<file path="src/rtl/uart_tx_sched.sv">
// uart_tx_sched: round-robin scheduler feeding one UART transmitter and baud generator.
// Define UART_TX_PARITY_EN to insert an even-parity bit before the stop bit (12-tick frame).
module uart_tx_sched #(
  parameter int NREQ   = 4,
  parameter int DATA_W = 8
) (
  input  logic                   clk,
  input  logic                   rst_n,
  input  logic [NREQ-1:0]        req,
  input  logic [NREQ*DATA_W-1:0] data,
  input  logic                   clk_bps,
  output logic [NREQ-1:0]        ack,
  output logic                   done,
  output logic                   busy,
  output logic                   bps_start,
  output logic                   txd
);
  localparam int LW = (NREQ > 1) ? $clog2(NREQ) : 1;
`ifdef UART_TX_PARITY_EN
  localparam logic [3:0] LAST = 4'd12;
`else
  localparam logic [3:0] LAST = 4'd11;
`endif
  typedef enum logic {IDLE, SEND} state_t;
  state_t state_q, state_d;
  logic [3:0] cnt_q, cnt_d;
  logic [DATA_W-1:0] byte_q, byte_d;
  logic [LW-1:0] last_q, last_d, win;
  logic [NREQ-1:0] ack_q, ack_d;
  logic done_q, done_d, busy_q, busy_d, bps_q, bps_d, txd_q, txd_d, par_bit;
`ifdef UART_TX_PARITY_EN
  assign par_bit = ^byte_q;
`else
  assign par_bit = 1'b1;
`endif
  // Scan from the farthest candidate back so the one nearest last_q+1 wins.
  always_comb begin
    win = last_q;
    for (int k = NREQ; k >= 1; k--)
      if (req[LW'((int'(last_q) + k) % NREQ)]) win = LW'((int'(last_q) + k) % NREQ);
  end
  always_comb begin
    state_d = state_q;
    cnt_d = cnt_q;
    byte_d = byte_q;
    last_d = last_q;
    ack_d = '0;
    done_d = 1'b0;
    busy_d = busy_q;
    bps_d = bps_q;
    txd_d = txd_q;
    if (state_q == IDLE) begin
      busy_d = 1'b0;
      if (|req) begin
        state_d = SEND;
        cnt_d = '0;
        byte_d = DATA_W'(data >> (DATA_W * int'(win)));
        last_d = win;
        ack_d = NREQ'(1) << win;
        busy_d = 1'b1;
        bps_d = 1'b1;
        txd_d = 1'b1;
      end
    end else if (clk_bps) begin
      cnt_d = cnt_q + 4'd1;
      txd_d = (cnt_d == 4'd1) ? 1'b0 :
              (cnt_d <= 4'd9) ? byte_q[3'(cnt_d - 4'd2)] :
              (cnt_d == 4'd10) ? par_bit : 1'b1;
      // busy holds through the done cycle and drops on the following edge
      if (cnt_d == LAST) begin
        state_d = IDLE;
        cnt_d = '0;
        done_d = 1'b1;
        bps_d = 1'b0;
      end
    end
  end
  always_ff @(posedge clk or negedge rst_n) begin
    if (!rst_n) begin
      state_q <= IDLE;
      cnt_q <= '0;
      byte_q <= '0;
      last_q <= LW'(NREQ - 1);
      ack_q <= '0;
      done_q <= 1'b0;
      busy_q <= 1'b0;
      bps_q <= 1'b0;
      txd_q <= 1'b1;
    end else begin
      state_q <= state_d;
      cnt_q <= cnt_d;
      byte_q <= byte_d;
      last_q <= last_d;
      ack_q <= ack_d;
      done_q <= done_d;
      busy_q <= busy_d;
      bps_q <= bps_d;
      txd_q <= txd_d;
    end
  end
  assign ack = ack_q;
  assign done = done_q;
  assign busy = busy_q;
  assign bps_start = bps_q;
  assign txd = txd_q;
endmodule

</file>
<file path="config.mk">
export PLATFORM = sky130hd
export DESIGN_NAME = uart_tx_sched
export DESIGN_NICKNAME = d
export VERILOG_FILES = /design/src/rtl/uart_tx_sched.sv
export SDC_FILE = /design/constraint.sdc
export NUM_CORES = 1
export LEC_CHECK = 0
export CELL_PAD_IN_SITES_DETAIL_PLACEMENT = 1
export CELL_PAD_IN_SITES_GLOBAL_PLACEMENT = 2
export CORE_ASPECT_RATIO = 1.1
export CORE_UTILIZATION = 30
export DETAILED_ROUTE_END_ITERATION = 12
export PLACE_DENSITY = 0.81
export SETUP_SLACK_MARGIN = 0.05
export SLEW_MARGIN = 15
export SYNTH_ARGS = -nofsm -noshare
export SYNTH_HDL_FRONTEND = slang
export SYNTH_SLANG_ARGS = --single-unit
</file>
<file path="constraint.sdc">
create_clock -name clk -period 3 [get_ports clk]
set_input_delay 0.3 -clock clk [delete_from_list [all_inputs] [get_ports clk]]
set_output_delay 0.3 -clock clk [all_outputs]
set_load 0.01 [all_outputs]
</file>
After elaboration in Yosys (flattened, before gate mapping)
Index checks and enable logic that the tools add are counted.
{ "word_totals": {"in_bits": 39, "ramBits": 0, "out_inout_bits": 8, "elab_cells": 72, "mem_bits_ro": 0, "mem_count": 0, "latchBits": 0, "regBits": 23} }
{ "classes": {"reduce_logical": 5, "shift": 2, "div": 0, "magnitude_cmp": 6, "n_mux": 39, "n_bitwise": 1, "multipliers": 0, "n_addsub": 6, "eq_ne": 4} }
{ "op_table": {"columns": ["cell", "count"], "rows": [
  ["$shr A32 B5 Y8", 1],
  ["$mux W1", 24],
  ["$mux W4", 6],
  ["$lt A2 B4 Y1 const B", 4],
  ["$bmux W1 S2", 4],
  ["$mux W2", 4],
  ["$add A2 B1 Y2 const B", 2],
  ["$add A2 B2 Y2 const B", 2],
  ["$add A4 B1 Y4 const B", 1],
  ["$eq A4 B1 Y1 const B", 1],
  ["$eq A4 B4 Y1 const B", 1],
  ["$le A4 B4 Y1 const B", 1],
  ["$lt A3 B4 Y1 const B", 1],
  ["$reduce_and A2 Y1", 2],
  ["$reduce_or A4 Y1", 1],
  ["$shl A1 B2 Y4 const A", 1],
  ["$bmux W1 S3", 1],
  ["$reduce_and A3 Y1", 1],
  ["$sub A3 B2 Y3 const B", 1],
  ["$ne A2 B1 Y1 const B", 1],
  ["$ne A2 B2 Y1 const B", 1],
  ["$reduce_bool A2 Y1", 1],
  ["$not A1 Y1", 1]
]} }

Logic depth before layout (Yosys ltp)
Gate-level depths: netlist of the first run.
{ "depth": {"ltp_word": 11, "mapped_depth": 8, "depth_no_buf": 7} }

Worst setup path before layout of the first run
No wires, ideal clock.
{ "synth_timing": {"path_kind": "reg-to-reg", "startpoint": "register cnt_q[1]", "endpoint": "register txd_q (netlist: txd)", "slack_ps": 1300, "stages_incl_launch_ff": 8, "required_time_ps": 2914, "period_less_slack_ps": 1700, "arrival_ps": 1614, "path_buffers": 1, "cell_sequence": "dfrtp_1 > ha_1 > clkbuf_2 > xnor2_1 > mux4_2 > o2bb2ai_1 > a21oi_1 > o21ai_0"} }
{ "synth_via": {"elab_chain_len": 8, "elab_cells_between_ends": 10} }
{ "synth_rtl": {"columns": ["element", "line", "source"], "rows": [
  ["start, declared", "26", "logic [3:0] cnt_q, cnt_d;"],
  ["start signal, assigned", "91", "cnt_q <= cnt_d;"],
  ["$add A4 B1 Y4 *", "65", "cnt_d = cnt_q + 4'd1;"],
  ["$sub A3 B2 Y3", "67", "(cnt_d <= 4'd9) ? byte_q[3'(cnt_d - 4'd2)] :"],
  ["$bmux W1 S3", "67", null],
  ["$mux W1 (implied by the code)", "67", null],
  ["$mux W1", "67", null],
  ["$mux W1 *", "66", "txd_d = (cnt_d == 4'd1) ? 1'b0 :"],
  ["$mux W1 *", "64", "end else if (clk_bps) begin"],
  ["$mux W1 *", "52", "if (state_q == IDLE) begin"],
  ["end signal, assigned", "98", "txd_q <= txd_d;"],
  ["end, declared", "30", "logic done_q, done_d, busy_q, busy_d, bps_q, bps_d, txd_q, txd_d, par_bit;"]
]} }
Mark *: on every way between the ends. The rest lies on a longest branch, timed or not. The select of a mux whose other input is x is not followed.
A chain may end at the register's enable or synchronous reset.

Final worst setup path of the first run
{ "layout_timing": {"startpoint": "input req[1]", "endpoint": "register byte_q[2]"} }
{ "layout_via": {"elab_chain_len": 8, "elab_cells_between_ends": 19} }
{ "layout_rtl": {"columns": ["element", "line", "source"], "rows": [
  ["start, declared", "9", "input logic [NREQ-1:0] req,"],
  ["$bmux W1 S2", "40", "if (req[LW'((int'(last_q) + k) % NREQ)]) win = LW'((int'(last_q) + k) % NREQ);"],
  ["$mux W1 (implied by the code) (2 in series)", "40", null],
  ["$mux W2 (4 in series)", "40", null],
  ["$shr A32 B5 Y8", "57", "byte_d = DATA_W'(data >> (DATA_W * int'(win)));"],
  ["end signal, assigned", "92", "byte_q <= byte_d;"],
  ["end, declared", "27", "logic [DATA_W-1:0] byte_q, byte_d;"]
]} }
Several ways; a longest one is shown, not always the timed one. The select of a mux whose other input is x is not followed.

==> results.sh, run 1 <==
export IMPL_cts_buffer_depth=2
export IMPL_power_total_uw=1462
export IMPL_antenna_found_initial=0
export IMPL_netlist_instances=147
export IMPL_viasPerCell=5.138
export IMPL_synth_common_cells="dfrtp_1, nor2_1, a211oi_2"
export IMPL_nets=234
export IMPL_grt_first_pass_wirelength_mm=6.486
export IMPL_chipWidth_um=69.93
export IMPL_wl_mm=3.790
export IMPL_clk_pin_slew_ps=90
export IMPL_finalSetupViolCount=0
export IMPL_n_antenna_cell=0
export IMPL_syn2layout_area_growth_pct=34.10
export IMPL_cpMostUsedCell="a211oi_2"
export IMPL_max_freq_mhz=459.9
export IMPL_drive_gt1_share_pct=20.53
export IMPL_rsz0062_at_grt="false"
export IMPL_worst_setup_path_type="in -> reg"
export IMPL_netlist_area_leader_share_pct=32.87
export IMPL_drc=0
export IMPL_avgSynthCellArea_sq_um=10.36
export IMPL_end_kind="register"
export IMPL_synth_edf_count=0
export IMPL_htree_num_levels=1
export IMPL_ys_warn_count=0
export IMPL_cts_sinks=23
export IMPL_cts_tree="built"
export IMPL_status="finished with violations"
export IMPL_drt_iter0_markers=39
export IMPL_ctsResizeCount=0
export IMPL_yosysUniqueCellTypes=40
export IMPL_drv_slew=0
export IMPL_skew_ps=4.764
export IMPL_fp_row_count=26
export IMPL_ys_seq_area_share_pct=38.04
export IMPL_firstDrtPassIters=4
export IMPL_ios=47
export IMPL_max_slew_worst_pin_slew_ps=974.4
export IMPL_slowest_stage="nor2_1"
export IMPL_async_flop_share_pct=100.0
export IMPL_p_leak_uw=0.0008325
export IMPL_ir_worst_vdd_mv=0.3652
export IMPL_root_buffer="clkbuf_8"
export IMPL_grt_pass1_vias=1382
export IMPL_hold_path_class="in -> async"
export IMPL_dp_hpwl_mm=3.092
export IMPL_initial_core_util_pct=32.06
export IMPL_ys_ff_latch=23
export IMPL_period_minus_slack_ps=2174
export IMPL_hold_buffers=0
export IMPL_design_core_area_sq_um=4750
export IMPL_synth_nets=190
export IMPL_period_share_pct=72.48
export IMPL_holdWs_ps=-9.821
export IMPL_cts_setup_buffers=0
export IMPL_cp_arrival_ps=2330
export IMPL_wl_per_cell_um=15.41
export IMPL_crit_fanout=13
export IMPL_grt_ovfl_total=0
export IMPL_die_y_um=76.72
export IMPL_synth_area_leaders="dfrtp_1, a211oi_2, mux2i_1"
export IMPL_grt_max_degree=24
export IMPL_finalSetupTns_ps=0
export IMPL_synth_most_common_cell="dfrtp_1"
export IMPL_cp_cell_sequence="clkdlybuf4s50_1, nor4_1, nor2_1, nand2_4, a211oi_2, a211oi_2"
export IMPL_grtUsageTotal_pct=14.93
export IMPL_violations="negative hold slack"
export IMPL_crit_path_start_kind="primary input"
export IMPL_ant_nets=0
export IMPL_drv_cap=0
export IMPL_ys_flop_type="dfrtp_1"
export IMPL_numPortBuffers=46
export IMPL_clk_insertion_delay_late_ps=270
export IMPL_synth_cell_area_sq_um=1523
export IMPL_dieArea_sq_um=5365
export IMPL_slew_headroom_pct=34.80
export IMPL_finalHoldViolations=13
export IMPL_synth_area_leader_cell="dfrtp_1"
export IMPL_cts_made_buffers=3
export IMPL_critical_path_max_stage_delay_ps=750
export IMPL_cellPowerDensity_nw_per_um2=715.9
export IMPL_finalWeightedCongestion=0.7387
export IMPL_vias=1264
export IMPL_crit_required_ps=3150
[placed cells by master (no fill, tap or decap), types with 2 or more instances in the layout]
| cell | netlist | final |
|---|---|---|
| inv_1 | 14 | 14 |
| a211oi_2 | 16 | 16 |
| a21boi_0 | 2 | 2 |
| mux4_2 | 2 | 2 |
| a21o_2 | 2 | 2 |
| o21ai_0 | 5 | 5 |
| nand2b_1 | 2 | 2 |
| o31ai_1 | 2 | 2 |
| dfstp_2 | 3 | 3 |
| clkdlybuf4s50_1 | 0 | 45 |
| a21oi_1 | 4 | 4 |
| xor2_1 | 2 | 2 |
| nor3_1 | 3 | 3 |
| nor2_1 | 17 | 17 |
| nor2b_1 | 2 | 2 |
| dfrtp_1 | 20 | 20 |
| ha_1 | 4 | 4 |
| a31o_2 | 3 | 3 |
| mux2i_1 | 8 | 8 |
| nand3_1 | 3 | 3 |
| clkbuf_8 | 0 | 3 |
| nand2_1 | 4 | 4 |
| a31oi_1 | 8 | 8 |
[kinds of logic after synthesis]
family	after synthesis	share of synthesized area, %
flip-flops	23	38.04
AO/OA/AOI/OAI	46	26.79
buffers and inverters	21	7.066
adder cells (fa/ha/maj)	4	3.287
XOR/XNOR	3	1.726
AND/OR/NAND/NOR	40	14.87
multiplexers	10	8.217
[path summary, 6_finish.rpt]
path                           from  cells after the start  slack (ps)   endpoint
setup reg to reg           cnt_q[0]                      6        1000  bps_start
hold / removal                rst_n                      1         -10   cnt_q[0]
hold reg to reg                busy                      2         530       busy
setup / recovery             req[1]                      6         830  byte_q[2]
max in group asynchronous     rst_n                      1        2640  last_q[1]
min in group clk               busy                      2         530       busy
[cell type report]
| class | instances | area [sq um] |
|---|---|---|
| Tap cell | 56 | 70.07 |
| Clock inverter | 1 | 7.507 |
| Inverter | 14 | 52.55 |
| Fill cell | 520 | 2708 |
| Multi-Input combinational cell | 103 | 835.8 |
| Timing Repair Buffer | 46 | 455.4 |
| Sequential cell | 23 | 579.3 |
| Clock buffer | 3 | 41.29 |
[registers in the layout, summed over array words and instances, names as in the netlist]
| signal | cells |
|---|---|
| bps_start | 1 |
| byte_q | 8 |
| state_q | 1 |
| done | 1 |
| cnt_q | 4 |
| last_q | 2 |
| txd | 1 |
| busy | 1 |
| ack | 4 |
[worst max-delay path: cells and delay by family]
kind / cells / cell delay (ps)
AOI/OAI and AO/OA: 2 / 380
and+or+nand+nor: 3 / 1100
buffers and inverters: 1 / 540
[routing by layer]
layer  share of wire, %  vias to the layer above  track usage, %
li1                   -                      617               -
met1                 44                      606           18.59
met2                 50                       36           26.83
met3                4.4                        5           2.234
met4               0.98                        0           3.600
met5                  0                        -               0
[power breakdown]
part	switching [uW]	internal [uW]	total [uW]
Clock	111	94.2	206
Combinational	361	350	711
Sequential	112	434	546
[through the flow]
step	hold WS [ps]	utilization (%)	instance area [sq um]	instances	setup WS [ps]
6_report	-9.821	42.99	2042	246	825.7
5_1_grt	31.04	42.99	2042	246	631.5
4_1_cts	529.7	43.10	2047	246	801.4
3_5_place_dp	516.5	42.07	1998	242	514.3
3_3_place_gp	511.2	42.07	1998	242	645.0
2_1_floorplan	4.409	-	1523	147	1300
No activity file was read; power rests on OpenSTA's default activity.
==> run 2, diff against run 1 <==
Settings changed: CORE_UTILIZATION 30 to 28, PLACE_DENSITY 0.81 to 0.76.
Clock period 3 ns to 2.1 ns, I/O delays scaled along.
==> run 2 against run 1 <==
Net effect:
- the flow now finishes without violations
- clock power rose by 36%
- routed wire length rose by 6.3%
- clock skew fell by 0.64 ps
- final cell count rose by 8.9%
- worst setup slack got worse by 660 ps
- hold slack improved by 320 ps
- global-route usage fell by 0.14 points
- sequential cell count did not move
- utilization fell by 1.8 points
==> results.sh, run 2 (synthesized netlist as in run 1, its figures left out) <==
export IMPL_n_antenna_cell=0
export IMPL_grt_ovfl_total=0
export IMPL_wl_per_cell_um=15.04
export IMPL_dieArea_sq_um=5737
export IMPL_layout_common_cells="clkdlybuf4s50_1, dfrtp_1, nor2_1, a211oi_2, inv_1"
export IMPL_status="finished clean"
export IMPL_initial_core_util_pct=29.65
export IMPL_root_buffer="clkbuf_8"
export IMPL_syn2layout_area_growth_pct=38.95
export IMPL_cellPowerDensity_nw_per_um2=1007
export IMPL_cts_setup_buffers=0
export IMPL_grt_pass1_vias=1367
export IMPL_ir_worst_vdd_mv=0.5127
export IMPL_die_y_um=79.35
export IMPL_period_minus_slack_ps=1932
export IMPL_period_share_pct=91.99
export IMPL_p_leak_uw=0.0008675
export IMPL_viasPerCell=4.866
export IMPL_design_core_area_sq_um=5135
export IMPL_reg2regPathDepth=5
export IMPL_grt_first_pass_wirelength_mm=6.561
export IMPL_fp_row_count=27
export IMPL_cts_buffer_depth=2
export IMPL_finalSetupTns_ps=0
export IMPL_cp_arrival_ps=2070
export IMPL_finalWorstSetupSlack_ps=168.2
export IMPL_worst_setup_path_type="reg -> reg"
export IMPL_crit_fanout=20
export IMPL_nets=240
export IMPL_wl_mm=4.030
export IMPL_finalSetupViolCount=0
export IMPL_drt_iter0_markers=26
export IMPL_grt_max_degree=24
export IMPL_numPortBuffers=46
export IMPL_slew_headroom_pct=76.24
export IMPL_htree_num_levels=1
export IMPL_holdWs_ps=305.4
export IMPL_crit_required_ps=2230
export IMPL_dp_cells=264
export IMPL_cts_made_buffers=3
export IMPL_final_util_pct=41.20
export IMPL_finalWeightedCongestion=0.7436
export IMPL_largest_reg_flops=8
export IMPL_ios=47
export IMPL_clk_insertion_delay_late_ps=260
export IMPL_crit_path_start_kind="register"
export IMPL_cts_tree="built"
export IMPL_regMostFlops="byte_q"
export IMPL_rsz0062_at_grt="false"
export IMPL_hold_buffers=0
export IMPL_skew_ps=4.121
export IMPL_stdcell_count=268
export IMPL_vias=1304
export IMPL_drc=0
export IMPL_antenna_found_initial=0
export IMPL_dp_hpwl_mm=3.236
export IMPL_max_slew_worst_pin_slew_ps=356.4
export IMPL_drive_gt1_share_pct=22.45
export IMPL_grtUsageTotal_pct=14.79
export IMPL_dp_slack_ps=43.09
export IMPL_drv_cap=0
export IMPL_layout_commonest_cell="clkdlybuf4s50_1"
export IMPL_cts_sinks=23
export IMPL_finalHoldViolations=0
export IMPL_end_kind="register"
export IMPL_drv_slew=0
export IMPL_firstDrtPassIters=4
export IMPL_chipWidth_um=72.31
export IMPL_hold_path_class="in -> async"
export IMPL_ant_nets=0
export IMPL_clk_pin_slew_ps=90
export IMPL_max_freq_mhz=517.7
==> run 2: cell count changes in the layout (fill, tap and decap cells not counted) <==
| cell | previous run | this run |
|---|---|---|
| buf_4 | 0 | 6 |
| buf_2 | 1 | 0 |
| clkbuf_1 | 0 | 1 |
| clkdlybuf4s50_1 | 45 | 46 |
| clkinvlp_4 | 1 | 0 |
| xnor2_1 | 1 | 0 |
| xnor2_2 | 0 | 1 |
==> run 2: where the power goes <==
group | total (uW) | internal [uW] | switching [uW]
clock network | 280 | 135 | 145
logic | 1080 | 527 | 555
registers | 768 | 621 | 147
total | 2130 | 1280 | 847
==> run 2: metrics by stage <==
step,power [uW],cell area [sq um]
after floorplan,1572,1523
after global routing,2304,2116
final,2130,2116
after global placement,1813,2063
after CTS,2141,2108
after detailed placement,1852,2063
==> run 2: layout make-up <==
class,instances,area (sq um)
tap,72,90.09
timing repair buffer,52,505.5
fill,611,3019
clock buffer,4,45.04
multi-input combinational,103,843.3
sequential,23,579.3
inverter,14,52.55
==> run 2: metal layers <==
layer | global-route usage (%) | part of all wire, % | vias to the layer above
met5 | 0 | 0 | -
met4 | 2.941 | 0.27 | 0
met3 | 1.777 | 3.6 | 2
met2 | 26.17 | 50 | 33
met1 | 19.16 | 46 | 641
li1 | - | - | 628
==> run 2: worst max-delay path: stages (launching register included) <==
cell and delay (ps):
dfstp_2 600, nand2b_1 140, a21o_4 170, and3_4 420, mux2i_1 350, a211oi_2 110
==> run 2: worst paths after layout <==
| check | startpoint | end | slack, ps |
|---|---|---|---|
| min in group clk | busy | busy | 530 |
| hold reg to reg | busy | busy | 530 |
| hold / removal | rst_n | busy | 310 |
| max in group asynchronous | rst_n | txd | 1510 |
| setup / recovery | last_q[1] | byte_q[1] | 170 |
| setup reg to reg | last_q[1] | byte_q[1] | 170 |
==> run 2: what timing repair did <==
action | 4_1_cts | 5_1_grt
resized for setup | 0 | 1
endpoints found under the hold margin | 0 | 0
setup endpoints to repair | 0 | 1
==> run 3, diff against run 2 <==
Settings changed: CORE_MARGIN set to 8.
==> run 3 against run 2 <==
Net effect:
- clock power is essentially flat
- die area rose by 40%
- non-clock buffer count unchanged
- count of clock-buffer cells in the layout stayed put
- maximum frequency increased by 1.9%
- global-route usage decreased by 3.4 points
- sequential share of layout area barely moved
- routed wire length grew 8.2%
- hold slack lost 3.2 ps
- clock skew is 2.2 ps lower
- sequential cell count did not move
- highest routed layer unchanged
==> results.sh, run 3 (synthesized netlist as in run 1, its figures left out) <==
export IMPL_status="finished clean"
export IMPL_cts_made_buffers=3
export IMPL_cp_cell_sequence="ha_1, xnor2_2, mux4_2, o2bb2ai_1, a21oi_1, o21ai_0"
export IMPL_viasPerCell=4.690
export IMPL_finalWeightedCongestion=0.7690
export IMPL_drv_slew=0
export IMPL_drv_cap=0
export IMPL_grt_pass1_vias=1495
export IMPL_rsz0062_at_grt="false"
export IMPL_skew_ps=1.872
export IMPL_largest_reg_flops=8
export IMPL_p_leak_uw=0.0008675
export IMPL_seqPwrFrac_pct=35.9
export IMPL_n_antenna_cell=0
export IMPL_ios=47
export IMPL_initial_core_util_pct=28.59
export IMPL_combPwrFrac_pct=50.9
export IMPL_finalSetupTns_ps=0
export IMPL_grt_max_degree=24
export IMPL_grt_ovfl_total=0
export IMPL_htree_num_levels=1
export IMPL_root_buffer="clkbuf_8"
export IMPL_p_clk_share_pct=13.2
export IMPL_slowest_stage="dfrtp_1"
export IMPL_drt_iter0_markers=21
export IMPL_cp_arrival_ps=2070
export IMPL_slew_headroom_pct=76.77
export IMPL_antenna_found_initial=0
export IMPL_firstDrtPassIters=3
export IMPL_stdcell_count=271
export IMPL_drive_gt1_share_pct=22.45
export IMPL_cts_buffer_depth=2
export IMPL_nets=240
export IMPL_regMostFlops="byte_q"
export IMPL_chipWidth_um=86.31
export IMPL_cts_sinks=23
export IMPL_period_share_pct=90.27
export IMPL_r2r_end="txd"
export IMPL_r2r_setup_slack_ps=200
export IMPL_crit_reg2reg_launch="cnt_q[1]"
export IMPL_layout_commonest_cell="clkdlybuf4s50_1"
export IMPL_grtUsageTotal_pct=11.38
export IMPL_dp_cells=267
export IMPL_drc=0
export IMPL_fp_row_count=28
export IMPL_period_minus_slack_ps=1896
export IMPL_worst_setup_path_type="reg -> reg"
export IMPL_wl_mm=4.359
export IMPL_crit_end="txd"
export IMPL_hold_buffers=0
export IMPL_syn2layout_area_growth_pct=39.19
export IMPL_netSwitchingFraction_pct=39.76
export IMPL_grt_first_pass_wirelength_mm=7.486
export IMPL_critical_path_max_stage_delay_ps=470
export IMPL_layout_common_cells="clkdlybuf4s50_1, dfrtp_1, nor2_1, a211oi_2, inv_1"
export IMPL_max_freq_mhz=527.5
export IMPL_wl_per_cell_um=16.08
export IMPL_crit_fanout=8
export IMPL_reg2regPathDepth=6
export IMPL_dp_hpwl_mm=3.600
export IMPL_dieArea_sq_um=8057
export IMPL_power_internal_uw=1285
export IMPL_cts_setup_buffers=0
export IMPL_holdWs_ps=302.2
export IMPL_hold_path_class="in -> async"
export IMPL_vias=1271
export IMPL_die_y_um=93.35
export IMPL_finalSetupViolCount=0
export IMPL_switchingPower_uw=847.9
export IMPL_cellPowerDensity_nw_per_um2=1006
export IMPL_end_kind="register"
export IMPL_finalHoldViolations=0
export IMPL_clk_insertion_delay_late_ps=260
export IMPL_critical_path_startpoint="cnt_q[1]"
export IMPL_numPortBuffers=46
export IMPL_ant_nets=0
export IMPL_crit_path_start_kind="register"
export IMPL_clk_pin_slew_ps=90
export IMPL_max_slew_worst_pin_slew_ps=347.2
export IMPL_ctsResizeCount=0
export IMPL_crit_required_ps=2280
export IMPL_cts_tree="built"
export IMPL_design_core_area_sq_um=5325
export IMPL_ir_worst_vdd_mv=0.4474
run 3: how the worst min path moves through the flow:
stage | to | depth (start not counted)
global route | state_q | 2
detailed placement | bps_start | 2
CTS | done | 2
finish | state_q | 2
floorplan | ack[0] | 0
global placement | busy | 2
run 3: power by group through the flow:
stage | clock network, uW | logic, uW | registers [uW]
after floorplan | 0 | 844 | 728
after global placement | 0 | 1050 | 766
after detailed placement | 0 | 1090 | 775
after CTS | 290 | 1090 | 766
after global routing | 311 | 1210 | 798
final | 281 | 1080 | 767
run 3: area by class of cell:
cell class / count / area (sq um)
Fill cell: 631 / 3206
Multi-Input combinational cell: 103 / 843.3
Sequential cell: 23 / 579.3
Timing Repair Buffer: 52 / 505.5
Tap cell: 75 / 93.84
Inverter: 14 / 52.55
Clock buffer: 4 / 45.04
run 3: per-stage QoR:
step | cell area, sq um | util (%) | worst slack [ps] | power [uW]
after detailed placement | 2067 | 38.82 | 52.06 | 1862
after CTS | 2112 | 39.66 | 108.7 | 2148
after global placement | 2067 | 38.82 | 62.07 | 1816
after floorplan | 1523 | - | 399.8 | 1572
after global routing | 2120 | 39.80 | 52.30 | 2316
final | 2120 | 39.80 | 204.4 | 2132
run 3: worst max-delay path: cells and delay by family (launching register included):
kind                       cells  cell delay, ps
adders and majority gates      1             330
DFF                            1             470
AOI/OAI and AO/OA              3             380
muxes                          1             340
xor gates and xnor gates       1             290
run 3: metal layers:
metal	share of wire (%)	GRT usage, %	up-vias
li1	-	-	626
met1	45	13.44	605
met2	49	20.17	36
met3	5.5	3.070	4
met4	0.71	2.155	0
met5	0	0	-
